### config.mk
export PLATFORM = sky130hd
export DESIGN_NAME = retire_trace_tx_flat
export DESIGN_NICKNAME = d
export VERILOG_FILES = /design/src/rtl/retire_trace_tx_if.sv /design/src/rtl/retire_trace_tx.sv /design/src/flat_wrapper.sv
export SDC_FILE = /design/constraint.sdc
export NUM_CORES = 1
export LEC_CHECK = 0
export CORE_AREA = 4 4 392 394
export DETAILED_ROUTE_END_ITERATION = 10
export DIE_AREA = 0 0 396 398
export GPL_TIMING_DRIVEN = 0
export PLACE_DENSITY = 0.52
export SYNTH_ARGS = -nofsm -noshare
export SYNTH_HDL_FRONTEND = slang
export SYNTH_SLANG_ARGS = --single-unit
export TNS_END_PERCENT = 100
### constraint.sdc
create_clock -name clk -period 24.2 [get_ports clk]
set_input_delay 3.63 -clock clk [delete_from_list [all_inputs] [get_ports clk]]
set_output_delay 3.63 -clock clk [all_outputs]
set_load 0.03 [all_outputs]
### src/rtl/retire_trace_tx_if.sv
// Trace stream carrying one retired-instruction record per accepted beat
// from the transmitter (master) to the external checker (slave).
interface retire_trace_tx_if #(
   parameter int SEQ_W = 16
);
   logic             tr_valid;
   logic             tr_ready;
   logic [SEQ_W-1:0] tr_seq;
   logic [31:0]      tr_pc;
   logic [31:0]      tr_instr;
   logic             tr_wr_en;
   logic [4:0]       tr_wr_reg;
   logic [31:0]      tr_wr_data;

   modport master (
      output tr_valid, tr_seq, tr_pc, tr_instr, tr_wr_en, tr_wr_reg, tr_wr_data,
      input  tr_ready
   );

   modport slave (
      input  tr_valid, tr_seq, tr_pc, tr_instr, tr_wr_en, tr_wr_reg, tr_wr_data,
      output tr_ready
   );
endinterface

### src/rtl/retire_trace_tx.sv
// Retirement-trace transmitter: buffers one record per retired instruction,
// streams them to a checker, and drains/stops the CPU on the exit syscall.
module retire_trace_tx #(
   parameter int DEPTH = 8,
   parameter int SEQ_W = 16
) (
   input  logic                     clk,
   input  logic                     reset,
   input  logic                     ret_valid,
   input  logic [31:0]              ret_pc,
   input  logic [31:0]              ret_instr,
   input  logic                     ret_wr_en,
   input  logic [4:0]               ret_wr_reg,
   input  logic [31:0]              ret_wr_data,
   input  logic [31:0]              ret_v0,
   output logic                     cpu_stall,
   retire_trace_tx_if.master        tr,
   output logic [$clog2(DEPTH):0]   occupancy,
   output logic                     test_done,
   output logic                     drop_err
);
   localparam int AW = $clog2(DEPTH);

   localparam logic [1:0] ST_RUN   = 2'd0;
   localparam logic [1:0] ST_DRAIN = 2'd1;
   localparam logic [1:0] ST_DONE  = 2'd2;

   typedef struct packed {
      logic [SEQ_W-1:0] seq;
      logic [31:0]      pc;
      logic [31:0]      instr;
      logic             wr_en;
      logic [4:0]       wr_reg;
      logic [31:0]      wr_data;
   } rec_t;

   rec_t          mem [DEPTH];
   rec_t          rec_in;
   rec_t          head;
   logic [AW-1:0] wr_ptr_reg;
   logic [AW-1:0] rd_ptr_reg;
   logic [AW:0]   occ_reg;
   logic [AW:0]   occ_next;
   logic [SEQ_W-1:0] seq_reg;
   logic [1:0]    state_reg;
   logic [1:0]    state_next;
   logic          test_done_reg;
   logic          drop_err_reg;
   logic          full;
   logic          in_run;
   logic          push;
   logic          pop;
   logic          end_hit;

   assign full    = (occ_reg == (AW+1)'(DEPTH));
   assign in_run  = (state_reg == ST_RUN);
   assign push    = ret_valid && in_run && !full;
   assign pop     = tr.tr_valid && tr.tr_ready;
   assign end_hit = push && (ret_instr == 32'h0000_000C) && (ret_v0 == 32'h0000_000A);

   // Full is taken from registered occupancy, so a pop never frees a slot
   // for a push in the same cycle; the CPU was already told to stall.
   assign occ_next = occ_reg + (AW+1)'(push) - (AW+1)'(pop);

   assign rec_in = '{seq: seq_reg, pc: ret_pc, instr: ret_instr, wr_en: ret_wr_en,
                     wr_reg: ret_wr_reg, wr_data: ret_wr_data};

   always_comb begin
      state_next = state_reg;
      case (state_reg)
         ST_RUN:   if (end_hit) state_next = ST_DRAIN;
         ST_DRAIN: if (occ_next == '0) state_next = ST_DONE;
         ST_DONE:  state_next = ST_DONE;
         default:  state_next = ST_RUN;
      endcase
   end

   always_ff @(posedge clk) begin
      if (reset) begin
         wr_ptr_reg    <= '0;
         rd_ptr_reg    <= '0;
         occ_reg       <= '0;
         seq_reg       <= '0;
         state_reg     <= ST_RUN;
         test_done_reg <= 1'b0;
         drop_err_reg  <= 1'b0;
      end else begin
         if (push) begin
            wr_ptr_reg <= wr_ptr_reg + AW'(1);
            seq_reg    <= seq_reg + SEQ_W'(1);
         end
         if (pop) begin
            rd_ptr_reg <= rd_ptr_reg + AW'(1);
         end
         if (ret_valid && in_run && full) begin
            drop_err_reg <= 1'b1;
         end
         occ_reg       <= occ_next;
         state_reg     <= state_next;
         test_done_reg <= (state_next == ST_DONE);
      end
   end

   // Record storage has no reset; stale entries are never presented.
   always_ff @(posedge clk) begin
      if (push) begin
         mem[wr_ptr_reg] <= rec_in;
      end
   end

   assign tr.tr_valid = (occ_reg != '0);
   assign head        = tr.tr_valid ? mem[rd_ptr_reg] : '0;

   assign tr.tr_seq     = head.seq;
   assign tr.tr_pc      = head.pc;
   assign tr.tr_instr   = head.instr;
   assign tr.tr_wr_en   = head.wr_en;
   assign tr.tr_wr_reg  = head.wr_reg;
   assign tr.tr_wr_data = head.wr_data;

   assign cpu_stall = !in_run || full;
   assign occupancy = occ_reg;
   assign test_done = test_done_reg;
   assign drop_err  = drop_err_reg;
endmodule
### src/flat_wrapper.sv
// flat-port wrapper written by rule: the top's interface ports become plain ports
module retire_trace_tx_flat 
#(
   parameter int DEPTH = 8,
   parameter int SEQ_W = 16
)
  (clk, reset, ret_valid, ret_pc, ret_instr, ret_wr_en, ret_wr_reg, ret_wr_data, ret_v0, cpu_stall, occupancy, test_done, drop_err, tr_tr_valid, tr_tr_seq, tr_tr_pc, tr_tr_instr, tr_tr_wr_en, tr_tr_wr_reg, tr_tr_wr_data, tr_tr_ready);
  retire_trace_tx_if #(.SEQ_W(SEQ_W)) tr_i ();
  input  logic clk;
  input  logic reset;
  input  logic ret_valid;
  input  logic [31:0] ret_pc;
  input  logic [31:0] ret_instr;
  input  logic ret_wr_en;
  input  logic [4:0] ret_wr_reg;
  input  logic [31:0] ret_wr_data;
  input  logic [31:0] ret_v0;
  output logic cpu_stall;
  output logic [$clog2(DEPTH):0] occupancy;
  output logic test_done;
  output logic drop_err;
  output wire logic [$bits(tr_i.tr_valid)-1:0] tr_tr_valid;
  output wire logic [$bits(tr_i.tr_seq)-1:0] tr_tr_seq;
  output wire logic [$bits(tr_i.tr_pc)-1:0] tr_tr_pc;
  output wire logic [$bits(tr_i.tr_instr)-1:0] tr_tr_instr;
  output wire logic [$bits(tr_i.tr_wr_en)-1:0] tr_tr_wr_en;
  output wire logic [$bits(tr_i.tr_wr_reg)-1:0] tr_tr_wr_reg;
  output wire logic [$bits(tr_i.tr_wr_data)-1:0] tr_tr_wr_data;
  input wire logic [$bits(tr_i.tr_ready)-1:0] tr_tr_ready;
  assign tr_tr_valid = tr_i.tr_valid;
  assign tr_tr_seq = tr_i.tr_seq;
  assign tr_tr_pc = tr_i.tr_pc;
  assign tr_tr_instr = tr_i.tr_instr;
  assign tr_tr_wr_en = tr_i.tr_wr_en;
  assign tr_tr_wr_reg = tr_i.tr_wr_reg;
  assign tr_tr_wr_data = tr_i.tr_wr_data;
  assign tr_i.tr_ready = tr_tr_ready;
  retire_trace_tx #(.DEPTH(DEPTH), .SEQ_W(SEQ_W)) u_core (.clk(clk), .reset(reset), .ret_valid(ret_valid), .ret_pc(ret_pc), .ret_instr(ret_instr), .ret_wr_en(ret_wr_en), .ret_wr_reg(ret_wr_reg), .ret_wr_data(ret_wr_data), .ret_v0(ret_v0), .cpu_stall(cpu_stall), .tr(tr_i), .occupancy(occupancy), .test_done(test_done), .drop_err(drop_err));
endmodule
# Yosys cells after proc, flatten, opt, wreduce, memory -nomap -nowiden
# Memories as Yosys holds them, arrays and structs flattened. A register that Yosys moved wholly into a read port is not among the register bits.
# Cells that the tools add are included.
[op_classes] add_sub_neg=5 n_eq_ne=6 mux=8 reduce_logical=12
[ops] operator="$mux W118" count=1
[ops] operator="$eq A32 B4 Y1 const B" count=2
[ops] operator="$add A16 B1 Y16 const B" count=1
[ops] operator="$add A3 B1 Y3 const B" count=2
[ops] operator="$logic_and A1 B1 Y1" count=6
[ops] operator="$mux W3" count=2
[ops] operator="$pmux W2 S3" count=1
[ops] operator="$add A4 B1 Y4" count=1
[ops] operator="$eq A2 B2 Y1 const B" count=2
[ops] operator="$eq A4 B4 Y1 const B" count=1
[ops] operator="$logic_not A4 Y1" count=1
[ops] operator="$mux W2" count=2
[ops] operator="$reduce_bool A4 Y1" count=1
[ops] operator="$sub A4 B1 Y4" count=1
[ops] operator="$eq A2 B1 Y1 const B" count=1
[ops] operator="$logic_not A1 Y1" count=2
[ops] operator="$logic_not A2 Y1" count=1
[ops] operator="$mux W1" count=2
[ops] operator="$logic_or A1 B1 Y1" count=1
[word_totals] ff_bits=30 ramBits=944 out_inout_bits=126 mem_count=1
[mem_list] memory="u_core.mem" depth=8 width=118 rd=1 rd_clocked_by_memory_dff=1 write_ports=1 line_no="retire_trace_tx.sv:37" text="rec_t mem [DEPTH];"

# Logic depth before layout (Yosys ltp)
[depth] word_depth=9 depth_mapped=12 depth_no_buf=12

# Least setup slack after synthesis
# No wires, ideal clock.
[synth_timing] kind="input-to-reg" start="in ret_valid" end="mem u_core.mem[0][0] in the netlist's numbering (enable)" setup_ps=885 arrival_time_ps=15378 setup_slack_ps=7938 path_stages=3 path_buffers=0 cell_sequence="nor3b_1 -> nand2_1 -> nor4_1"
[synth_via] elab_chain_cells=4
[synth_rtl] item="from (decl)" line_no="flat_wrapper.sv:11" text="input logic ret_valid;"
[synth_rtl] item="$logic_and A1 B1 Y1 (2 in series)" line_no="retire_trace_tx.sv:57" text="assign push = ret_valid && in_run && !full;"
[synth_rtl] item="$mux W1" line_no="retire_trace_tx.sv:106" text="if (push) begin"
[synth_rtl] item="$mux W1 (implied by the code)" line_no="retire_trace_tx.sv:107" text="mem[wr_ptr_reg] <= rec_in;"
[synth_rtl] item="to (decl)" line_no="retire_trace_tx.sv:37"
# Every way passes these cells.

==> results.sh <==
export IMPL_outcome="complete, no violations"
export IMPL_min_period_ns=8.31
export IMPL_p_int_uw=3490
export IMPL_grt_pass1_vias=20100
export IMPL_die_height_um=398
export IMPL_power_leakage_uw=0.0146
export IMPL_initial_utilization_pct=24.9
export IMPL_cp_end_kind="primary output"
export IMPL_final_cell_count_no_fill=4303
export IMPL_maxCapViolCount=0
export IMPL_clk_path_buf_depth=3
export IMPL_crit_top_cell="clkbuf_2"
export IMPL_yosys_warnings=0
export IMPL_portBuffers=262
export IMPL_grt_max_degree=22
export IMPL_clockRootBuffer="clkbuf_16"
export IMPL_h_tree_depth=3
export IMPL_skew_ns=0.0427
export IMPL_ys_types=37
export IMPL_fin_crit_sh_pct=34.3
export IMPL_grt_total_usage_pct=13.0
export IMPL_place_ws_ns=16.45
export IMPL_cp_top_family="buffers and inverters"
export IMPL_cts_hold_buf=0
export IMPL_power_density_nw_per_um2=107
export IMPL_crit_buf_inv=4
export IMPL_switching_share_pct=31.4
export IMPL_total_power_uw=5090
export IMPL_grt_pass1_wl_um=147000
export IMPL_worstSetupStartpointType="flip-flop"
export IMPL_routabilityCongestion=0.692
export IMPL_finalNetCount=2334
export IMPL_cp_num_cells=7
export IMPL_dp_hpwl_um=70200
export IMPL_initialDrtViolationCount=1345
export IMPL_cpPeakStageDelay_ns=0.86
export IMPL_synthCells=1696
export IMPL_syn_area_um2=37300
export IMPL_vias_per_cell=4.33
export IMPL_worstSetupPathType="reg2out"
export IMPL_irDropWorstVdd_mv=0.0774
export IMPL_firstDrtPassIters=5
export IMPL_power_share_sequential_pct=39.0
export IMPL_die_w_um=396
export IMPL_reg2regPathDepth=10
export IMPL_cpMaxStageDelayCell="buf_1"
export IMPL_timing_fmax_ghz=0.120
export IMPL_relSlewSlack_pct=16.7
export IMPL_area_growth_pct=27.5
export IMPL_syn_area_per_cell_um2=22.0
export IMPL_clock_latency_ns=0.71
export IMPL_die_area_um2=158000
export IMPL_num_io_pins=264
export IMPL_final_setup_viol_count=0
export IMPL_cp_max_fo=11
export IMPL_placed_cells=4094
export IMPL_setup_ws_ns=15.89
export IMPL_largest_reg_flops=944
export IMPL_synth_nets=1843
export IMPL_route_detailed_drc=0
export IMPL_ant_nets=0
export IMPL_route_vias_total=18600
export IMPL_cp_arrival_ns=4.68
export IMPL_clock_sinks=977
export IMPL_ys_ff_latch=977
export IMPL_synth_ff_type="edfxtp_1"
export IMPL_final_common_cell="edfxtp_1"
export IMPL_fin_setup_tns_ns=0
export IMPL_numCtsBuffers=107
export IMPL_antenna_found_initial=24
export IMPL_drv_slew=0
export IMPL_cts_resized=0
export IMPL_drt_wl_total_um=103000
export IMPL_fp_coreArea_um2=150000
export IMPL_crit_end="tr_tr_wr_reg[0]"
export IMPL_finalHoldViolCount=0
export IMPL_pwr_share_clk_pct=31.6
export IMPL_grt_overflow=0
export IMPL_synth_seq_area_share_pct=77.8
export IMPL_postCtsSetupRepairBufs=0
export IMPL_cts_tree="yes"
export IMPL_fill_cells=14300
export IMPL_rsz0062_at_grt="no"
export IMPL_tightest_slew_ns=1.25
export IMPL_comb_power_share_pct=29.4
export IMPL_worst_ep_required_time_ns=20.57
export IMPL_drt_wirelength_per_cell_um=23.8
export IMPL_synth_edf_count=944
export IMPL_num_rows=142
export IMPL_hp_class="reg2reg"
export IMPL_p_sw_uw=1600
export IMPL_mostFrequentLayoutCells="edfxtp_1 (944), clkdlybuf4s50_1 (262), mux4_2 (236), nor2_1 (133), mux2i_1 (119)"
export IMPL_reg2reg_to="u_core.test_done$_SDFF_PP0_"
export IMPL_cp_cell_sequence="clkbuf_2 > clkbuf_2 > buf_1 > mux4_2 > mux2i_1 > nor2_1 > clkdlybuf4s50_1"
export IMPL_r2r_slack_ns=20.53
export IMPL_r2r_start="u_core.occupancy[2]$_SDFF_PP0_"
export IMPL_clkSlewWorstSetupHoldPaths_ns=0.06
export IMPL_async_flop_share_pct=0
export IMPL_drive_gt1_share_pct=23.8
==> per-stage QoR <==
step           instance area, µm²  utilization [%]  hold WS [ns]
4_1_cts                     47500             31.7         0.502
2_1_floorplan               37300                -         0.462
3_5_place_dp                44000             29.4         0.493
5_1_grt                     47500             31.7         0.529
6_report                    47500             31.7         0.517
3_3_place_gp                42400             28.3         0.474
==> area by class of cell <==
| type | count | area [µm²] | area share [%] |
|---|---|---|---|
| flip-flops and latches | 977 | 29000 | 61.0 |
| plain buffers | 84 | 332 | 0.698 |
| repair buffers | 382 | 4130 | 8.68 |
| well taps | 2016 | 2520 | 5.31 |
| inverters | 9 | 33.8 | 0.0711 |
| clock inverters | 65 | 584 | 1.23 |
| clock buffers | 137 | 2950 | 6.20 |
| diodes | 7 | 17.5 | 0.0368 |
| multi-input cells | 626 | 7960 | 16.8 |
==> cell families after synthesis <==
kind of cell,count (synthesis),synth area share [%]
flops,977,77.8
mux,355,17.5
simple gates,220,2.71
buf+inv,93,0.957
compound gates,31,0.473
xor+xnor,11,0.258
fa+ha+maj,9,0.322
==> per-layer routing <==
layer / vias to the layer above / GRT usage [%] / wire length, µm / share of wire (%)
met5: - / 0 / 69 / 0.067
met4: 10 / 3.73 / 2130 / 2.1
met3: 153 / 2.83 / 5680 / 5.5
met2: 503 / 21.1 / 49500 / 48
met1: 9889 / 17.4 / 45200 / 44
li1: 8075 / - / - / -
==> Yosys cell counts, drive strengths merged, types with 2 or more instances <==
cell type,n,share of area (%)
buf,40,0.42
clkbuf,44,0.44
mux2i,119,3.2
nand4,6,0.10
nor4,14,0.23
or4,6,0.12
nand2b,3,0.050
nand3,11,0.15
a21oi,16,0.21
nand2,15,0.15
nor2b,3,0.050
xor2,5,0.12
nor3,6,0.081
or3,8,0.13
edfxtp,944,76
o31ai,4,0.081
and3,2,0.034
dfxtp,33,1.8
ha,8,0.27
nor2,136,1.4
o32ai,2,0.047
nor4b,2,0.047
or3b,3,0.077
inv,8,0.081
xnor2,6,0.14
nor3b,2,0.040
o21ai,7,0.094
mux4,236,14
==> power groups by stage <==
stage / logic (µW) / clock network, µW / registers [µW]
finish: 1500 / 1610 / 1980
global route: 1610 / 1730 / 1990
CTS: 1550 / 1660 / 1980
detailed placement: 1540 / 0 / 2020
global placement: 1490 / 0 / 2090
floorplan: 861 / 0 / 2050
==> worst reg2reg max path, delay by kind of cell, from the launching register on <==
family / cells / cell delay (ns)
flops: 1 / 0.34
buf+inv: 2 / 0.47
simple gates: 3 / 0.95
compound gates: 1 / 0.51
xor+xnor: 1 / 0.30
fa+ha+maj: 3 / 0.95
==> worst min-delay path by stage <==
stage                                      start                                end  slack, ns  depth (start not counted)
4_1_cts        u_core.rd_ptr_reg[1]$_SDFFE_PP0P_  u_core.rd_ptr_reg[1]$_SDFFE_PP0P_       0.50                          2
3_3_place_gp   u_core.rd_ptr_reg[1]$_SDFFE_PP0P_  u_core.rd_ptr_reg[1]$_SDFFE_PP0P_       0.47                          2
2_1_floorplan  u_core.rd_ptr_reg[1]$_SDFFE_PP0P_                          flip-flop       0.46                          2
6_report       u_core.rd_ptr_reg[1]$_SDFFE_PP0P_  u_core.rd_ptr_reg[1]$_SDFFE_PP0P_       0.52                          2
3_5_place_dp   u_core.rd_ptr_reg[1]$_SDFFE_PP0P_  u_core.rd_ptr_reg[1]$_SDFFE_PP0P_       0.49                          2
5_1_grt        u_core.rd_ptr_reg[1]$_SDFFE_PP0P_  u_core.rd_ptr_reg[1]$_SDFFE_PP0P_       0.53                          2
(Power assumes the default switching activity.)
